## src/rtl/decode_stage.sv

```systemverilog
// MIPS ID stage: instruction decode, 32x32 register file with write-first
// WB port, ID-stage branch/jump resolution, hazard detection and the ID/EX
// pipeline register.
module decode_stage #(
   parameter int unsigned NB_BITS = 32,
   parameter int unsigned NB_REG  = 5,
   parameter int unsigned N_REGS  = 32
) (
   input  logic               i_clk,
   input  logic               i_rst,
   input  logic [NB_BITS-1:0] i_if_id_pc,
   input  logic [NB_BITS-1:0] i_if_id_instr,
   input  logic               i_wb_we,
   input  logic [NB_REG-1:0]  i_wb_addr,
   input  logic [NB_BITS-1:0] i_wb_data,
   input  logic [NB_REG-1:0]  i_ex_mem_rd,
   input  logic               i_ex_mem_we,
   input  logic               i_ex_mem_mem_rd,
   input  logic [NB_BITS-1:0] i_ex_mem_alu,
   output logic [NB_BITS-1:0] o_brq_addr,
   output logic [NB_BITS-1:0] o_jmp_addr,
   output logic               o_ctr_beq,
   output logic               o_ctr_jmp,
   output logic               o_ctr_flush,
   output logic               o_pc_we,
   output logic               o_if_id_we,
   output logic [NB_BITS-1:0] o_id_ex_pc,
   output logic [NB_BITS-1:0] o_id_ex_rs_data,
   output logic [NB_BITS-1:0] o_id_ex_rt_data,
   output logic [NB_BITS-1:0] o_id_ex_imm,
   output logic [NB_REG-1:0]  o_id_ex_rs,
   output logic [NB_REG-1:0]  o_id_ex_rt,
   output logic [NB_REG-1:0]  o_id_ex_rd,
   output logic [3:0]         o_id_ex_alu_op,
   output logic               o_id_ex_alu_src,
   output logic               o_id_ex_mem_rd,
   output logic               o_id_ex_mem_wr,
   output logic               o_id_ex_reg_we,
   output logic               o_id_ex_mem_to_reg
);

   localparam logic [5:0] OP_RTYPE = 6'h00;
   localparam logic [5:0] OP_J     = 6'h02;
   localparam logic [5:0] OP_BEQ   = 6'h04;
   localparam logic [5:0] OP_BNE   = 6'h05;
   localparam logic [5:0] OP_ADDI  = 6'h08;
   localparam logic [5:0] OP_LW    = 6'h23;
   localparam logic [5:0] OP_SW    = 6'h2B;

   localparam logic [5:0] FN_ADD = 6'h20;
   localparam logic [5:0] FN_SUB = 6'h22;
   localparam logic [5:0] FN_AND = 6'h24;
   localparam logic [5:0] FN_OR  = 6'h25;
   localparam logic [5:0] FN_SLT = 6'h2A;

   localparam logic [3:0] ALU_ADD = 4'd0;
   localparam logic [3:0] ALU_SUB = 4'd1;
   localparam logic [3:0] ALU_AND = 4'd2;
   localparam logic [3:0] ALU_OR  = 4'd3;
   localparam logic [3:0] ALU_SLT = 4'd4;

   // instruction fields
   logic [5:0]         op;
   logic [5:0]         funct;
   logic [NB_REG-1:0]  rs;
   logic [NB_REG-1:0]  rt;
   logic [NB_REG-1:0]  rd;
   logic [NB_BITS-1:0] imm_sext;

   assign op       = i_if_id_instr[31:26];
   assign rs       = i_if_id_instr[25:21];
   assign rt       = i_if_id_instr[20:16];
   assign rd       = i_if_id_instr[15:11];
   assign funct    = i_if_id_instr[5:0];
   assign imm_sext = {{(NB_BITS-16){i_if_id_instr[15]}}, i_if_id_instr[15:0]};

   // decoded control
   logic [3:0]        dec_alu_op;
   logic              dec_alu_src;
   logic              dec_mem_rd;
   logic              dec_mem_wr;
   logic              dec_reg_we;
   logic              dec_mem_to_reg;
   logic              dec_beq;
   logic              dec_bne;
   logic              dec_jmp;
   logic              dec_uses_rt;
   logic [NB_REG-1:0] dec_dst;

   // main decoder; anything unrecognised falls through as a NOP
   always_comb begin
      dec_alu_op     = ALU_ADD;
      dec_alu_src    = 1'b0;
      dec_mem_rd     = 1'b0;
      dec_mem_wr     = 1'b0;
      dec_reg_we     = 1'b0;
      dec_mem_to_reg = 1'b0;
      dec_beq        = 1'b0;
      dec_bne        = 1'b0;
      dec_jmp        = 1'b0;
      dec_uses_rt    = 1'b0;
      dec_dst        = '0;
      unique case (op)
         OP_RTYPE: begin
            if (funct == FN_ADD || funct == FN_SUB || funct == FN_AND ||
                funct == FN_OR  || funct == FN_SLT) begin
               dec_reg_we  = 1'b1;
               dec_uses_rt = 1'b1;
               dec_dst     = rd;
               unique case (funct)
                  FN_SUB:  dec_alu_op = ALU_SUB;
                  FN_AND:  dec_alu_op = ALU_AND;
                  FN_OR:   dec_alu_op = ALU_OR;
                  FN_SLT:  dec_alu_op = ALU_SLT;
                  default: dec_alu_op = ALU_ADD;
               endcase
            end
         end
         OP_ADDI: begin
            dec_alu_src = 1'b1;
            dec_reg_we  = 1'b1;
            dec_dst     = rt;
         end
         OP_LW: begin
            dec_alu_src    = 1'b1;
            dec_mem_rd     = 1'b1;
            dec_mem_to_reg = 1'b1;
            dec_reg_we     = 1'b1;
            dec_dst        = rt;
         end
         OP_SW: begin
            dec_alu_src = 1'b1;
            dec_mem_wr  = 1'b1;
            dec_uses_rt = 1'b1;
         end
         // branches carry a subtract downstream; they never write a register
         OP_BEQ: begin
            dec_alu_op  = ALU_SUB;
            dec_beq     = 1'b1;
            dec_uses_rt = 1'b1;
         end
         OP_BNE: begin
            dec_alu_op  = ALU_SUB;
            dec_bne     = 1'b1;
            dec_uses_rt = 1'b1;
         end
         OP_J:    dec_jmp = 1'b1;
         default: ;
      endcase
   end

   // register file, $0 never written
   logic [NB_BITS-1:0] rf_q [N_REGS];

   // WB write port
   always_ff @(posedge i_clk or negedge i_rst) begin
      if (!i_rst) begin
         for (int i = 0; i < int'(N_REGS); i++) rf_q[i] <= '0;
      end else if (i_wb_we && i_wb_addr != '0) begin
         rf_q[i_wb_addr] <= i_wb_data;
      end
   end

   // write-first register reads
   logic [NB_BITS-1:0] rs_rf;
   logic [NB_BITS-1:0] rt_rf;

   always_comb begin
      rs_rf = rf_q[rs];
      rt_rf = rf_q[rt];
      if (i_wb_we && i_wb_addr == rs) rs_rf = i_wb_data;
      if (i_wb_we && i_wb_addr == rt) rt_rf = i_wb_data;
      if (rs == '0) rs_rf = '0;
      if (rt == '0) rt_rf = '0;
   end

   // branch comparator operands with EX/MEM ALU forwarding on top
   logic [NB_BITS-1:0] rs_br;
   logic [NB_BITS-1:0] rt_br;
   logic               fwd_ok;

   assign fwd_ok = i_ex_mem_we && !i_ex_mem_mem_rd && i_ex_mem_rd != '0;
   assign rs_br  = (fwd_ok && i_ex_mem_rd == rs) ? i_ex_mem_alu : rs_rf;
   assign rt_br  = (fwd_ok && i_ex_mem_rd == rt) ? i_ex_mem_alu : rt_rf;

   // ID/EX state
   logic [NB_BITS-1:0] id_ex_pc_q,      id_ex_pc_d;
   logic [NB_BITS-1:0] id_ex_rs_data_q, id_ex_rs_data_d;
   logic [NB_BITS-1:0] id_ex_rt_data_q, id_ex_rt_data_d;
   logic [NB_BITS-1:0] id_ex_imm_q,     id_ex_imm_d;
   logic [NB_REG-1:0]  id_ex_rs_q,      id_ex_rs_d;
   logic [NB_REG-1:0]  id_ex_rt_q,      id_ex_rt_d;
   logic [NB_REG-1:0]  id_ex_rd_q,      id_ex_rd_d;
   logic [3:0]         id_ex_alu_op_q,  id_ex_alu_op_d;
   logic               id_ex_alu_src_q, id_ex_alu_src_d;
   logic               id_ex_mem_rd_q,  id_ex_mem_rd_d;
   logic               id_ex_mem_wr_q,  id_ex_mem_wr_d;
   logic               id_ex_reg_we_q,  id_ex_reg_we_d;
   logic               id_ex_m2r_q,     id_ex_m2r_d;

   // hazard detection; held off while in reset so fetch runs freely
   logic is_branch;
   logic load_use;
   logic br_idex_haz;
   logic br_exmem_haz;
   logic stall;

   assign is_branch    = dec_beq || dec_bne;
   assign load_use     = id_ex_mem_rd_q && id_ex_rd_q != '0 &&
                         (id_ex_rd_q == rs || (dec_uses_rt && id_ex_rd_q == rt));
   assign br_idex_haz  = is_branch && id_ex_reg_we_q && id_ex_rd_q != '0 &&
                         (id_ex_rd_q == rs || id_ex_rd_q == rt);
   assign br_exmem_haz = is_branch && i_ex_mem_mem_rd && i_ex_mem_rd != '0 &&
                         (i_ex_mem_rd == rs || i_ex_mem_rd == rt);
   assign stall        = i_rst && (load_use || br_idex_haz || br_exmem_haz);

   // branch/jump resolution toward fetch
   logic br_taken;

   assign br_taken    = !stall && i_rst &&
                        ((dec_beq && rs_br == rt_br) || (dec_bne && rs_br != rt_br));
   assign o_ctr_beq   = br_taken;
   assign o_ctr_jmp   = !stall && i_rst && dec_jmp;
   assign o_ctr_flush = o_ctr_beq || o_ctr_jmp;
   assign o_pc_we     = !stall;
   assign o_if_id_we  = !stall;
   assign o_brq_addr  = i_if_id_pc + {imm_sext[NB_BITS-3:0], 2'b00};
   assign o_jmp_addr  = {i_if_id_pc[NB_BITS-1:NB_BITS-4], i_if_id_instr[25:0], 2'b00};

   // next ID/EX contents: decoded instruction, or a bubble when stalled
   always_comb begin
      id_ex_pc_d      = '0;
      id_ex_rs_data_d = '0;
      id_ex_rt_data_d = '0;
      id_ex_imm_d     = '0;
      id_ex_rs_d      = '0;
      id_ex_rt_d      = '0;
      id_ex_rd_d      = '0;
      id_ex_alu_op_d  = '0;
      id_ex_alu_src_d = 1'b0;
      id_ex_mem_rd_d  = 1'b0;
      id_ex_mem_wr_d  = 1'b0;
      id_ex_reg_we_d  = 1'b0;
      id_ex_m2r_d     = 1'b0;
      if (!stall) begin
         id_ex_pc_d      = i_if_id_pc;
         id_ex_rs_data_d = rs_rf;
         id_ex_rt_data_d = rt_rf;
         id_ex_imm_d     = imm_sext;
         id_ex_rs_d      = rs;
         id_ex_rt_d      = rt;
         id_ex_rd_d      = dec_dst;
         id_ex_alu_op_d  = dec_alu_op;
         id_ex_alu_src_d = dec_alu_src;
         id_ex_mem_rd_d  = dec_mem_rd;
         id_ex_mem_wr_d  = dec_mem_wr;
         id_ex_reg_we_d  = dec_reg_we;
         id_ex_m2r_d     = dec_mem_to_reg;
      end
   end

   // ID/EX pipeline register
   always_ff @(posedge i_clk or negedge i_rst) begin
      if (!i_rst) begin
         id_ex_pc_q      <= '0;
         id_ex_rs_data_q <= '0;
         id_ex_rt_data_q <= '0;
         id_ex_imm_q     <= '0;
         id_ex_rs_q      <= '0;
         id_ex_rt_q      <= '0;
         id_ex_rd_q      <= '0;
         id_ex_alu_op_q  <= '0;
         id_ex_alu_src_q <= 1'b0;
         id_ex_mem_rd_q  <= 1'b0;
         id_ex_mem_wr_q  <= 1'b0;
         id_ex_reg_we_q  <= 1'b0;
         id_ex_m2r_q     <= 1'b0;
      end else begin
         id_ex_pc_q      <= id_ex_pc_d;
         id_ex_rs_data_q <= id_ex_rs_data_d;
         id_ex_rt_data_q <= id_ex_rt_data_d;
         id_ex_imm_q     <= id_ex_imm_d;
         id_ex_rs_q      <= id_ex_rs_d;
         id_ex_rt_q      <= id_ex_rt_d;
         id_ex_rd_q      <= id_ex_rd_d;
         id_ex_alu_op_q  <= id_ex_alu_op_d;
         id_ex_alu_src_q <= id_ex_alu_src_d;
         id_ex_mem_rd_q  <= id_ex_mem_rd_d;
         id_ex_mem_wr_q  <= id_ex_mem_wr_d;
         id_ex_reg_we_q  <= id_ex_reg_we_d;
         id_ex_m2r_q     <= id_ex_m2r_d;
      end
   end

   assign o_id_ex_pc         = id_ex_pc_q;
   assign o_id_ex_rs_data    = id_ex_rs_data_q;
   assign o_id_ex_rt_data    = id_ex_rt_data_q;
   assign o_id_ex_imm        = id_ex_imm_q;
   assign o_id_ex_rs         = id_ex_rs_q;
   assign o_id_ex_rt         = id_ex_rt_q;
   assign o_id_ex_rd         = id_ex_rd_q;
   assign o_id_ex_alu_op     = id_ex_alu_op_q;
   assign o_id_ex_alu_src    = id_ex_alu_src_q;
   assign o_id_ex_mem_rd     = id_ex_mem_rd_q;
   assign o_id_ex_mem_wr     = id_ex_mem_wr_q;
   assign o_id_ex_reg_we     = id_ex_reg_we_q;
   assign o_id_ex_mem_to_reg = id_ex_m2r_q;

endmodule

```

## config.mk

```make
export PLATFORM = sky130hd
export DESIGN_NAME = decode_stage
export DESIGN_NICKNAME = d
export VERILOG_FILES = /design/src/rtl/decode_stage.sv
export SDC_FILE = /design/constraint.sdc
export NUM_CORES = 2
export LEC_CHECK = 0
export CAP_MARGIN = 30
export CORE_ASPECT_RATIO = 1.5
export CORE_MARGIN = 1.5
export CORE_UTILIZATION = 42
export CTS_BUF_LIST = sky130_fd_sc_hd__clkbuf_16
export DETAILED_ROUTE_END_ITERATION = 6
export PLACE_DENSITY = 0.58
export SLEW_MARGIN = 15
export SYNTH_ARGS = -nofsm -noshare
export SYNTH_HDL_FRONTEND = slang
export SYNTH_SLANG_ARGS = --single-unit
```

## constraint.sdc

```tcl
create_clock -name i_clk -period 4.15 [get_ports i_clk]
set_input_delay 0.415 -clock i_clk [delete_from_list [all_inputs] [get_ports i_clk]]
set_output_delay 0.415 -clock i_clk [all_outputs]
set_load 0.005 [all_outputs]
```

# Word level (Yosys, flattened, before mapping)

Index checks and enable logic that the tools add are counted.

Memories kept: 0
Input bits: 143
ROM bits: 0
Bits in latches: 0
Word-level logic and storage cells: 159
Bits in registers: 1175
Memory bits (writable): 0
Output and inout bits: 221

Bitwise logic cells: 3
Multiplexer cells: 41
Reduce and logical (&&, ||, !) cells: 47
Div/mod/pow operators: 0
Shift operators: 0
Eq/ne operators: 19
Multipliers: 0
$lt $le $gt $ge: 4
Add/sub/neg operators: 1

Operators by type and width:

| cell               | number |
|---|---|
| $bwmux 1024        | 1 |
| $mux 32            | 15 |
| $bmux 32 s5        | 2 |
| $demux 32 s5       | 1 |
| $eq 6x6->1 const B | 7 |
| $add 32x32->32     | 1 |
| $eq 32x32->1       | 1 |
| $ne 32x32->1       | 1 |
| $eq 5x5->1         | 6 |
| $logic_and 1x1->1  | 23 |
| $mux 5             | 4 |
| $ge 6x6->1 const B | 3 |
| $not 5->6          | 3 |
| $reduce_bool 5->1  | 3 |
| $eq 6x3->1 const B | 2 |
| $logic_or 1x1->1   | 12 |
| $pmux 3 s4         | 1 |
| $mux 1             | 11 |
| $logic_not 5->1    | 2 |
| $pmux 5 s2         | 1 |
| $eq 6x2->1 const B | 1 |
| $eq 6x4->1 const B | 1 |
| $logic_not 6->1    | 1 |
| $lt 6x1->1 const B | 1 |
| 7 further kinds    | 11 |

# Logic depth before layout (Yosys ltp)

Depth after elaboration: 17
Mapped depth: 18
Depth with buffers taken out: 15

# Least setup slack after synthesis

OpenSTA, ideal clock, no wires.

Kind: input-to-output
From: input i_if_id_instr[21]
To: output o_ctr_flush
Required time: 3.735 ns
Setup slack: 0.421 ns
Stages: 16
Buffers on the path: 4
Arrival time: 3.314 ns
Cell sequence: buf_6 -> buf_6 -> buf_6 -> buf_4 -> mux4_2 -> mux2_2 -> a2bb2oi_1 -> a21oi_1 -> o22ai_1 -> xor2_1 -> o21ai_0 -> a21oi_1 -> nor4_2 -> o21ai_0 -> a41oi_1 -> nand3b_1

Word-level cells in the longest chain between the ends: 12
Elaborated cells on any way between the ends: 32
Classes of those cells: eq/ne: 5; mux: 6; bitwise: 1; reduce/logical: 20

RTL lines:

| element                                             | line | RTL |
|---|---|---|
| from (decl)                                         | 12   | `input logic [NB_BITS-1:0] i_if_id_instr,` |
| $not 5->6 (implied by the code)                     | 169  | `rs_rf = rf_q[rs];` |
| $bmux 32 s5                                         | 169  |  |
| $mux 32 (implied by the code) (2 in a row)          | 169  |  |
| $mux 32                                             | 171  | `if (i_wb_we && i_wb_addr == rs) rs_rf = i_wb_data;` |
| $mux 32                                             | 173  | `if (rs == '0) rs_rf = '0;` |
| $mux 32                                             | 183  | `assign rs_br = (fwd_ok && i_ex_mem_rd == rs) ? i_ex_mem_alu : rs_rf;` |
| $eq 32x32->1 / $ne 32x32->1 (equally long branches) | 221  | `((dec_beq && rs_br == rt_br) \|\| (dec_bne && rs_br != rt_br));` |
| $logic_and 1x1->1                                   | 221  |  |
| $logic_or 1x1->1                                    | 221  |  |
| $logic_and 1x1->1                                   | 220  | `assign br_taken = !stall && i_rst &&` |
| $logic_or 1x1->1 *                                  | 224  | `assign o_ctr_flush = o_ctr_beq \|\| o_ctr_jmp;` |
| to (decl)                                           | 24   | `output logic o_ctr_flush,` |

Every way passes the cells marked *; elsewhere a longest branch is shown, timed or not. The select of a mux whose other input is x is not followed.

# Worst setup path in the final report

From: register rf_q[473] (netlist name)
To: output o_ctr_beq

Word-level cells in the longest chain between the ends: 10
Elaborated cells on any way between the ends: 18
Classes of those cells: eq/ne: 2; mux: 12; reduce/logical: 4

RTL lines:

| element                                             | line     | RTL |
|---|---|---|
| from (decl)                                         | 153      | `logic [NB_BITS-1:0] rf_q [N_REGS];` |
| from (signal, indexed assignment)                   | 160      | `rf_q[i_wb_addr] <= i_wb_data;` |
| $bmux 32 s5 (on tied branches)                      | 169, 170 |  |
| $mux 32 (on tied branches) (2 in a row)             | 169, 170 |  |
| $mux 32 (on tied branches)                          | 171, 172 |  |
| $mux 32 (on tied branches)                          | 173, 174 |  |
| $mux 32 (on tied branches)                          | 183, 184 |  |
| $eq 32x32->1 / $ne 32x32->1 (equally long branches) | 221      |  |
| $logic_and 1x1->1                                   | 221      |  |
| $logic_or 1x1->1 *                                  | 221      |  |
| $logic_and 1x1->1 *                                 | 220      |  |
| to (decl)                                           | 22       | `output logic o_ctr_beq,` |

Marks and branches as above.

==> impl_metrics.ini <==
[worst_setup_path]
crit_path_start = rf_q[473]$_DFFE_PN0P_
crit_path_max_incr_delay_ns = 0.55
cp_top_family = multiplexers
critical_path.max_fanout = 3
path_class = reg -> out
crit_buf_inv = 3
slowest_stage = mux4_2
startpoint_type = flip-flop
critPathRequiredTime_ns = 3.73
crit_chain = mux4_2 > mux2_4 > mux4_2 > mux2i_2 > buf_4 > nor2_4 > xnor2_2 > a22oi_2 > a211oi_2 > nand4_1 > nor4_4 > buf_4 > a41oi_4 > nand2_4 > buf_6
arrival_ns = 4.66
rr_startpoint = o_id_ex_rd[1]$_DFF_PN0_
worstSetupEndpointType = output pin

[outcome]
status = complete, but fails checks
violations = negative setup slack

[finish]
seq_area_um2 = 28980
syn2layout_area_growth_pct = 27.72
nets = 5768
drive_gt1_share_pct = 51.37
largest-register = rf_q
layout_common_cells = dfrtp_1, mux2_2, buf_4
largest_register_ffs = 1024
fill_cells = 12530
multi_input_comb_area_um2 = 32270
final_common_cell = dfrtp_1

[power_and_ir_drop]
vdd_ir_drop_max_mv = 0.3190
powerDensity_nw_per_um2 = 432.0
power.leakage_nw = 35.67

[synth]
synth_edf_count = 0
synth-async-reset-ratio_pct = 100.0
synth_compound_gate_area_share_pct = 6.323
synth_flop_cell = dfrtp_1
synth_cells = 4530
yosysWarnings = 0
ys_types = 87
synthSimpleGateAreaFrac_pct = 4.457
muxShareOfSynthArea_pct = 37.31
synth_fa_ha_area_share_pct = 0.6054
yosys_register_bits = 1158
synth_area_um2 = 63240
synth_top_family_by_area = multiplexers
synth_area_per_cell_um2 = 13.96
ys_seq_area_share_pct = 45.82
synth_xor_area_share_pct = 1.108

[clock_tree]
insertion_delay_ns = 0.75
cts_buffers = 111
cts.path.max_buffers = 3
root_buffer = clkbuf_16
clk_pin_slew_ns = 0.07
cts_tree = done
cts_sinks = 1158
htreeDepth = 3

[die]
io-pin-count = 364
dieWidth_um = 319.8
coreArea_um2 = 149800
initial_utilization_pct = 42.22
die_h_um = 478.3
row_count = 174
die_area_um2 = 153000

[global_route]
overflow = 0
grt_antenna_before_repair = 8
grt_util_all_layers_pct = 33.61
grt_pass1_wl_um = 366800
grt_max_degree = 155
grt_pass1_vias = 49520

[routing]
met3WireLength_um = 20450
vias_per_cell = 6.300
drtIter0Drc = 4353
drt_pass1_iterations = 5
vias = 48030
wire_per_inst_um = 33.82
topRoutingLayerUsed = met5
ant_nets = 0
routed_wl_um = 257800
wl_met1_um = 94560
met2_length_um = 123000
drc_errors = 0

[placed_design]
post-place-ws_ns = -1.575
routabilityCongestion = 0.9921
place_hpwl_um = 180700
port_buffers = 360

[sta]
skew_ns = 0.02222
fin_crit_ns = 5.071
min_period_over_period_pct = 122.2
slew_headroom_pct = 26.33
slew_viol_final = 0
rsz0062_at_grt = yes
tightest_slew_ns = 1.101
fin_ws_ns = -0.9207
setup_tns_ns = -1.827
setup_viol = 2
hold_viol = 0
fmax_mhz = 197.2

[worst_hold_path]
hp-class = in -> reg
hp-start = i_if_id_pc[4]

[run]
max_cap_viol_count = 0
layout make-up:
cell class	count	area share, %
sequential	1158	35.87
multi-input combinational	2838	39.95
clock buffer	113	3.501
timing repair buffer	1460	16.63
tap	1936	2.999
clock inverter	89	0.9093
inverter	26	0.1208
antenna	3	0.009294
power by group:
| part | internal (mW) | switching (mW) | total (mW) |
|---|---|---|---|
| logic | 5.71 | 4.12 | 9.83 |
| clock network | 5.61 | 4.72 | 10.3 |
| registers | 13.3 | 1.40 | 14.7 |
| total | 24.7 | 10.2 | 34.9 |
metrics by stage:
step	hold WS (ns)	instances	util (%)	cell area [um2]	power [mW]
2_1_floorplan	0.1194	4532	-	63250	19.74
3_3_place_gp	0.2979	7387	50.97	76350	24.15
3_5_place_dp	0.2937	7389	51.01	76410	24.41
4_1_cts	0.01664	7606	53.64	80340	34.80
5_1_grt	0.05544	7622	53.93	80770	36.18
6_report	0.05528	7623	53.93	80780	34.90
worst register-to-register path, stage by stage, from the launching register on:
cell and delay [ns]:
dfrtp_1 0.46, or4_1 0.55, nor2_1 0.29, o31ai_1 0.13, and2_4 0.19, inv_1 0.27, buf_4 0.23, nand2_1 0.08
buf_4 0.17, nor3_1 0.34, buf_4 0.20
layer usage:
| layer | vias up | GRT usage [%] |
|---|---|---|
| met5 | - | 0 |
| met4 | 6 | 21.67 |
| met3 | 732 | 6.263 |
| met2 | 2517 | 55.38 |
| met1 | 25350 | 40.45 |
| li1 | 19420 | - |
Yosys cell counts, types with 29 or more instances:
cell type	n	share of area, %
dfrtp_1	1158	46
mux2_2	1002	18
mux4_2	489	17
clkbuf_1	274	1.6
nor2_1	147	0.87
mux2i_1	130	2.1
nand2_1	126	0.75
a22oi_1	92	1.1
nor2b_1	81	0.80
buf_2	77	0.61
buf_4	76	0.90
xnor2_1	68	0.94
a21oi_1	61	0.48
o21ai_0	58	0.46
o22ai_1	55	0.54
buf_1	44	0.26
nor3_1	37	0.29
nand3_1	35	0.28
o211ai_1	34	0.40
ha_1	29	0.57
cell families after synthesis:
kind of cell / after synthesis
AOI/OAI and AO/OA: 546
xor gates and xnor gates: 80
adders and majority gates: 30
buffers and inverters: 536
DFF: 1158
muxes: 1621
other: 1
and+or+nand+nor: 558
final timing paths:
check	cells past startpoint	endpoint	slack, ns
max	15	o_ctr_beq	-0.92
min reg2reg	0	rf_q[1017]$_DFFE_PN0P_	0.39
max reg2reg	10	o_id_ex_rt_data[1]$_DFF_PN0_	1.18
max in group asynchronous	4	rf_q[420]$_DFFE_PN0P_	2.11
min in group asynchronous	2	o_id_ex_pc[15]$_DFF_PN0_	0.12
min	2	o_id_ex_pc[4]$_DFF_PN0_	0.06
what timing repair did:
action | CTS | global route
endpoints found under the hold margin | 26 | 2
hold buffers | 1 | 2
cloned | 0 | 0
buffers inserted | 15 | 13
gates resized for setup | 115 | 68
pin swaps | 39 | 49
endpoints found under the setup margin | 21 | 11
Power figures use the tool's default switching activity.
